## config.mk

```make
export PLATFORM = sky130hd
export DESIGN_NAME = pc_sequencer
export DESIGN_NICKNAME = d
export VERILOG_FILES = /design/src/rtl/pc_sequencer.sv
export SDC_FILE = /design/constraint.sdc
export NUM_CORES = 1
export LEC_CHECK = 0
export ABC_AREA = 0
export BUFFER_PORTS_ARGS = -buffer_cell sky130_fd_sc_hd__buf_2
export CAP_MARGIN = 20
export CORE_AREA = 2 2 73 75
export CTS_BUF_LIST = sky130_fd_sc_hd__clkbuf_4
export CTS_CLUSTER_DIAMETER = 30
export DETAILED_ROUTE_END_ITERATION = 6
export DIE_AREA = 0 0 75 77
export GPL_ROUTABILITY_DRIVEN = 0
export PLACE_DENSITY_LB_ADDON = 0.05
export SLEW_MARGIN = 40
export SYNTH_ARGS = -nofsm -noshare
export SYNTH_HDL_FRONTEND = slang
export SYNTH_SLANG_ARGS = --single-unit
```

## constraint.sdc

```tcl
create_clock -name clk -period 4.4 [get_ports clk]
set_input_delay 0.66 -clock clk [delete_from_list [all_inputs] [get_ports clk]]
set_output_delay 0.66 -clock clk [all_outputs]
set_load 0.005 [all_outputs]
```

## src/rtl/pc_sequencer.sv

```systemverilog
// Fetch-stage program counter sequencer: start, step, stall, LUT branch, halt.
// Branch targets come from an external LUT in the same cycle.
module pc_sequencer #(
  parameter int D  = 10,
  parameter int CW = 16
) (
  input  logic          clk,
  input  logic          reset,
  input  logic          start,
  input  logic          stall,
  input  logic          branch_en,
  input  logic          branch_rel,
  input  logic [3:0]    branch_idx,
  input  logic [D-1:0]  lut_target,
  input  logic          halt_req,
  output logic [3:0]    lut_addr,
  output logic [D-1:0]  prog_ctr,
  output logic          fetch_valid,
  output logic          done,
  output logic [CW-1:0] cycle_cnt,
  output logic [CW-1:0] branch_cnt
);

  localparam logic [1:0] IDLE = 2'd0;
  localparam logic [1:0] RUN  = 2'd1;
  localparam logic [1:0] HALT = 2'd2;

  localparam logic [CW-1:0] CMAX = '1;

  logic [1:0]   state;
  logic         do_halt;
  logic         do_abs;
  logic         do_rel;
  logic         do_inc;
  logic         take_br;
  logic [D-1:0] next_pc;

  assign lut_addr    = branch_idx;
  assign fetch_valid = (state == RUN) && !stall;
  assign done        = (state == HALT);

  // Mutually exclusive decode of halt > branch > increment
  assign do_halt = halt_req;
  assign do_abs  = !halt_req && branch_en && !branch_rel;
  assign do_rel  = !halt_req && branch_en && branch_rel;
  assign do_inc  = !halt_req && !branch_en;
  assign take_br = do_abs || do_rel;

  always_comb begin
    next_pc = prog_ctr;
    unique case (1'b1)
      do_halt: next_pc = prog_ctr;
      do_abs:  next_pc = lut_target;
      do_rel:  next_pc = prog_ctr + lut_target;
      do_inc:  next_pc = prog_ctr + D'(1);
      default: next_pc = prog_ctr;
    endcase
  end

  always_ff @(posedge clk) begin
    if (reset) begin
      state      <= IDLE;
      prog_ctr   <= '0;
      cycle_cnt  <= '0;
      branch_cnt <= '0;
    end else begin
      unique case (state)
        IDLE, HALT: begin
          if (start) begin
            state      <= RUN;
            prog_ctr   <= '0;
            cycle_cnt  <= '0;
            branch_cnt <= '0;
          end
        end
        RUN: begin
          if (cycle_cnt != CMAX)
            cycle_cnt <= cycle_cnt + CW'(1);
          if (!stall) begin
            prog_ctr <= next_pc;
            if (take_br && branch_cnt != CMAX)
              branch_cnt <= branch_cnt + CW'(1);
            if (do_halt)
              state <= HALT;
          end
        end
        default: state <= IDLE;
      endcase
    end
  end

endmodule

```

======== After elaboration in Yosys (flattened, before gate mapping) ========
Cells that the tools add are included.
Widths: inputs -> output; s select.
word-level totals
  latch bits .............................. 0
  input port bits ......................... 21
  bits in read-only memories .............. 0
  memories kept ........................... 0
  bits in writable memories ............... 0
  bits in registers ....................... 44
cells by class
  mux-type cells .......................... 14
  bitwise operators ....................... 0
  div/mod/pow operators ................... 0
  shift operators ......................... 0
  $lt $le $gt $ge ......................... 0
  $mul .................................... 0
  $add $sub $neg .......................... 4
  equality and inequality tests ........... 10
  reductions and logical operators ........ 18
operators by type and width
  kind                   number
  $mux 16                4
  $pmux 16 s2            2
  $add 16x1->16 const B  2
  $ne 16x16->1 const B   2
  $pmux 10 s3            1
  $mux 10                2
  $pmux 10 s2            1
  $add 10x1->10 const B  1
  $add 10x10->10         1
  $reduce_and 4->1       2
  $logic_and 1x1->1      6
  $mux 2                 3
  $ne 2x2->1 const B     3
  $reduce_and 3->1       2
  $logic_not 1->1        4
  $ne 2x1->1 const B     2
  $ne 4x4->1 const B     1
  $pmux 2 s2             1
  $eq 2x1->1 const B     1
  $eq 2x2->1 const B     1
  $logic_not 2->1        1
  $reduce_bool 2->1      1
  $reduce_or 2->1        1
  $logic_or 1x1->1       1

======== Longest topological paths before layout ========
  depth in word-level cells ............... 8
  mapped depth ............................ 10
  gate-level depth less buffers ........... 9

======== Worst setup path after synthesis ========
Ideal clock, no wire load.
  path type ............................... input to register
  start point ............................. input port halt_req
  end point ............................... register prog_ctr[8]
  cell stages on the path ................. 10
  arrival time ............................ 2.852 ns
  slack ................................... 1.452 ns
  path buffers ............................ 1
  library setup time ...................... 0.095 ns
  path through ............................ clkbuf_1 > nor2_1 > or2_2 > ha_1 > fa_1 > a21oi_1 > o2111ai_1 > a31oi_1 > xor2_1 > a221oi_1
on the way
  word-level cells in the longest chain between the ends .. 6
  elaborated cells between the ends (all ways) .. 10
RTL lines
  element                               RTL line    RTL
  from (decl)                           15          input logic halt_req,
  $logic_not 1->1 (*)                   44, 45, 46
  $logic_and 1x1->1                     44, 45
  $logic_and 1x1->1 (on tied branches)  45, 44
  $pmux 10 s3                           51          unique case (1'b1)
  $mux 10                               79          if (!stall) begin
  $pmux 10 s2                           67          unique case (state)
  to (signal assigned)                  80          prog_ctr <= next_pc;
  to (decl)                             17          output logic [D-1:0] prog_ctr,
Every way passes the cells marked *; elsewhere a longest branch is shown, timed or not. The select of a mux whose other input is x is not followed.
A chain may end at the register's enable or synchronous reset.

======== Worst setup path after layout ========
Same ends and word-level chain as after synthesis.

==> qor.json <==
{
  "crit_arrival": {"value": 3.03, "unit": "ns"},
  "floorplan.rows": {"value": 26},
  "synth-edff-count": {"value": 0},
  "timing.slew.headroom": {"value": 50.7, "unit": "%"},
  "syn2layout_area_growth": {"value": 15.7, "unit": "%"},
  "first_global_vias": {"value": 2273},
  "vias": {"value": 2589},
  "htree_num_levels": {"value": 2},
  "regToRegEndpoint": {"value": "prog_ctr[9]"},
  "cts_tree": {"value": "built"},
  "yosysSeqAreaShare": {"value": 32.8, "unit": "%"},
  "hold_path_startpoint": {"value": "prog_ctr[2]"},
  "cts_hold_buffers": {"value": 0},
  "critPathMaxFanout": {"value": 9},
  "cpMaxStageDelayCell": {"value": "sky130_fd_sc_hd__nor2_1"},
  "boundaryPins": {"value": 69},
  "worstHoldPathCells": {"value": 2},
  "wl_per_cell": {"value": 14.4, "unit": "µm"},
  "worst_min_delay_path_class": {"value": "flip-flop to flip-flop"},
  "final_max_slew_viol_count": {"value": 0},
  "synth.top_cells.by_area": {"value": "sky130_fd_sc_hd__dfxtp_1 (33%), sky130_fd_sc_hd__xnor2_1 (6.5%), sky130_fd_sc_hd__nor2_1 (5.2%)"},
  "most-common-layout-cells": {"value": "sky130_fd_sc_hd__buf_2 (60), sky130_fd_sc_hd__dfxtp_1 (44), sky130_fd_sc_hd__nor2_1 (37)"},
  "cpPeakStageDelay": {"value": 0.54, "unit": "ns"},
  "yosys_register_bits": {"value": 44},
  "port_buffers": {"value": 60},
  "cp_data_required_time": {"value": 4.69, "unit": "ns"},
  "fp.coreArea": {"value": 0.00498, "unit": "mm²"},
  "antenna_left": {"value": 0},
  "first_pass_grt_wire_length": {"value": 10600, "unit": "µm"},
  "async_reset_ff_share": {"value": 0, "unit": "%"},
  "maxClockFrequency": {"value": 365, "unit": "MHz"},
  "tns": {"value": 0, "unit": "ns"},
  "finish.utilization": {"value": 62.4, "unit": "%"},
  "via_per_inst": {"value": 5.73},
  "floorplan.initialDensity": {"value": 53.9, "unit": "%"},
  "fraction_of_layout_instances_using_a_drive_strength_above_1": {"value": 21.7, "unit": "%"},
  "drv.max_cap_violation_count": {"value": 0},
  "cts.sink_count": {"value": 44},
  "number_of_nets_in_the_layout": {"value": 414},
  "grt_setup_unrepaired": {"value": "false"},
  "drt-pass1-iter-count": {"value": 4},
  "post_synth_inst_count": {"value": 329},
  "grt_start_max_net_pins": {"value": 28},
  "mostFrequentLayoutCell": {"value": "sky130_fd_sc_hd__buf_2"},
  "hold_violations": {"value": 0},
  "crit_chain": {"value": "buf_2 > nor2_1 > nor2b_1 > fa_1 > a21oi_1 > o2111ai_1 > a31oi_1 > xor2_1 > a221oi_1"},
  "pwr_density_cell": {"value": 249, "unit": "mW/mm²"},
  "crit_path_end_kind": {"value": "flip-flop"},
  "ctsResizeCount": {"value": 0},
  "syn_nets": {"value": 362},
  "post_synth_instance_area": {"value": 0.00269, "unit": "mm²"},
  "clock_path_buffers": {"value": 2},
  "r2r_cells": {"value": 5},
  "min_delay_worst_endpoint": {"value": "prog_ctr[2]"},
  "yosysTopAreaCell": {"value": "sky130_fd_sc_hd__dfxtp_1"},
  "ys.warnings.count": {"value": 0},
  "number_of_diodes_added_for_antenna_fixing": {"value": 0},
  "syn_area_per_cell": {"value": 8.16, "unit": "µm²"},
  "die_width": {"value": 75, "unit": "µm"},
  "power.ir.vdd_worst": {"value": 133, "unit": "µV"},
  "postRouteWirelength": {"value": 6520, "unit": "µm"},
  "period_needed": {"value": 2.74, "unit": "ns"},
  "drt_iter0_markers": {"value": 73},
  "clock_skew": {"value": 0.0166, "unit": "ns"},
  "grt_overflow_total": {"value": 0},
  "post-cts-setup-buffers": {"value": 0},
  "leakage": {"value": 0.00124, "unit": "µW"},
  "drc_errors": {"value": 0},
  "critical_path.reg2reg.startpoint": {"value": "state[0]"},
  "detailedPlacementHpwl": {"value": 4720, "unit": "µm"},
  "die_h": {"value": 77, "unit": "µm"},
  "fraction_of_the_cycle_the_final_worst_path_needs": {"value": 62.3, "unit": "%"},
  "max_slew.worst_pin.slew": {"value": 0.740, "unit": "ns"},
  "cts.root.buffer_cell": {"value": "sky130_fd_sc_hd__clkbuf_4"},
  "netlist-cell-type-count": {"value": 52},
  "cts.clk_slew.worst_paths": {"value": 0.14, "unit": "ns"},
  "antenna_found_initial": {"value": 0},
  "groute.usage.overall": {"value": 23.5, "unit": "%"},
  "synth.top_cell.area_share": {"value": 32.8, "unit": "%"},
  "synth_ff_type": {"value": "sky130_fd_sc_hd__dfxtp_1"},
  "total_die_area": {"value": 0.00578, "unit": "mm²"},
  "run_status": {"value": "finished, final reports clean"},
  "setup.worst_path.class": {"value": "input pin to flip-flop"},
  "critical_path.startpoint_type": {"value": "input pin"},
  "clock_latency": {"value": 0.38, "unit": "ns"},
  "tritoncts.num_buffers": {"value": 5},
  "final_setup_fails": {"value": 0},
  "reg2reg_setup_slack": {"value": 1.99, "unit": "ns"}
}
-- worst max-delay path by stage --
stage,to,from,slack (ns)
after floorplan,prog_ctr[8],halt_req,1.45
after global placement,prog_ctr[8],halt_req,1.39
after detailed placement,prog_ctr[8],halt_req,1.30
after CTS,prog_ctr[8],halt_req,1.69
after global routing,prog_ctr[8],halt_req,1.39
final,prog_ctr[8],halt_req,1.66
-- logic make-up (layout without fill, tap and decap cells) --
logic type                 Yosys count  in the layout  synth area share [%]
and+or+nand+nor                    140            140                  27.0
AOI/OAI and AO/OA                   83             83                  21.0
DFF                                 44             44                  32.8
xor gates and xnor gates            25             25                  8.15
buffers and inverters               22             75                  3.96
adders and majority gates           12             12                  5.87
muxes                                3              3                  1.21
-- through the flow --
stage | area [µm²] | std cells | hold WS, ns | setup WS [ns] | power (µW)
6_report | 3110 | 452 | 0.505 | 1.66 | 775
5_1_grt | 3110 | 452 | 0.541 | 1.39 | 809
4_1_cts | 3090 | 452 | 0.505 | 1.69 | 781
3_5_place_dp | 3010 | 444 | 0.484 | 1.30 | 515
3_3_place_gp | 2990 | 444 | 0.481 | 1.39 | 513
2_1_floorplan | 2690 | 329 | 0.477 | 1.45 | 488
-- registers in the layout, indices dropped and copies added (netlist names) --
register and cells:
state 2, cycle_cnt 16, prog_ctr 10, branch_cnt 16
-- synth_stat cells (3+ instances only) --
master / n
sky130_fd_sc_hd__and3_1: 5
sky130_fd_sc_hd__nand2b_1: 9
sky130_fd_sc_hd__a31oi_1: 7
sky130_fd_sc_hd__a2111oi_0: 5
sky130_fd_sc_hd__and2_1: 3
sky130_fd_sc_hd__ha_1: 11
sky130_fd_sc_hd__xor2_1: 5
sky130_fd_sc_hd__a31o_2: 3
sky130_fd_sc_hd__nand4_1: 7
sky130_fd_sc_hd__o21ai_0: 10
sky130_fd_sc_hd__nand3_1: 21
sky130_fd_sc_hd__nor2_1: 37
sky130_fd_sc_hd__xnor2_1: 20
sky130_fd_sc_hd__nand2_1: 22
sky130_fd_sc_hd__clkbuf_1: 8
sky130_fd_sc_hd__buf_4: 4
sky130_fd_sc_hd__inv_1: 7
sky130_fd_sc_hd__nor3_1: 7
sky130_fd_sc_hd__or3_1: 5
sky130_fd_sc_hd__dfxtp_1: 44
sky130_fd_sc_hd__a21o_1: 3
sky130_fd_sc_hd__o211ai_1: 3
sky130_fd_sc_hd__a211oi_1: 11
sky130_fd_sc_hd__a21oi_1: 27
sky130_fd_sc_hd__nor2b_1: 9
-- layer usage --
metal,wire length (µm),track usage (%),up-vias
li1,-,-,1312
met1,3030,31.9,1196
met2,3060,36.7,75
met3,365,5.52,6
met4,71,6.61,0
met5,0,0,-
-- worst max-delay path, delay by kind of cell --
family / cells / cell delay (ns)
AND/OR/NAND/NOR: 2 / 0.71
adder cells (fa/ha/maj): 1 / 0.47
XOR/XNOR: 1 / 0.09
AO/OA/AOI/OAI: 4 / 0.95
buffers and inverters: 1 / 0.15
-- cell type report --
cell class | instances | area [µm²]
tap | 70 | 87.6
sequential | 44 | 881
clock buffer | 5 | 37.5
multi-input combinational | 263 | 1730
inverter | 7 | 26.3
clock inverter | 3 | 46.3
fill | 478 | 1870
timing repair buffer | 60 | 300
-- power by group --
| group | switching [µW] | internal [µW] | leakage [µW] |
|---|---|---|---|
| clock network | 146 | 122 | 0.0000418 |
| logic | 62.1 | 35.9 | 0.000844 |
| registers | 5.56 | 403 | 0.000355 |
Note: power is estimated with default switching activity, not from simulation.
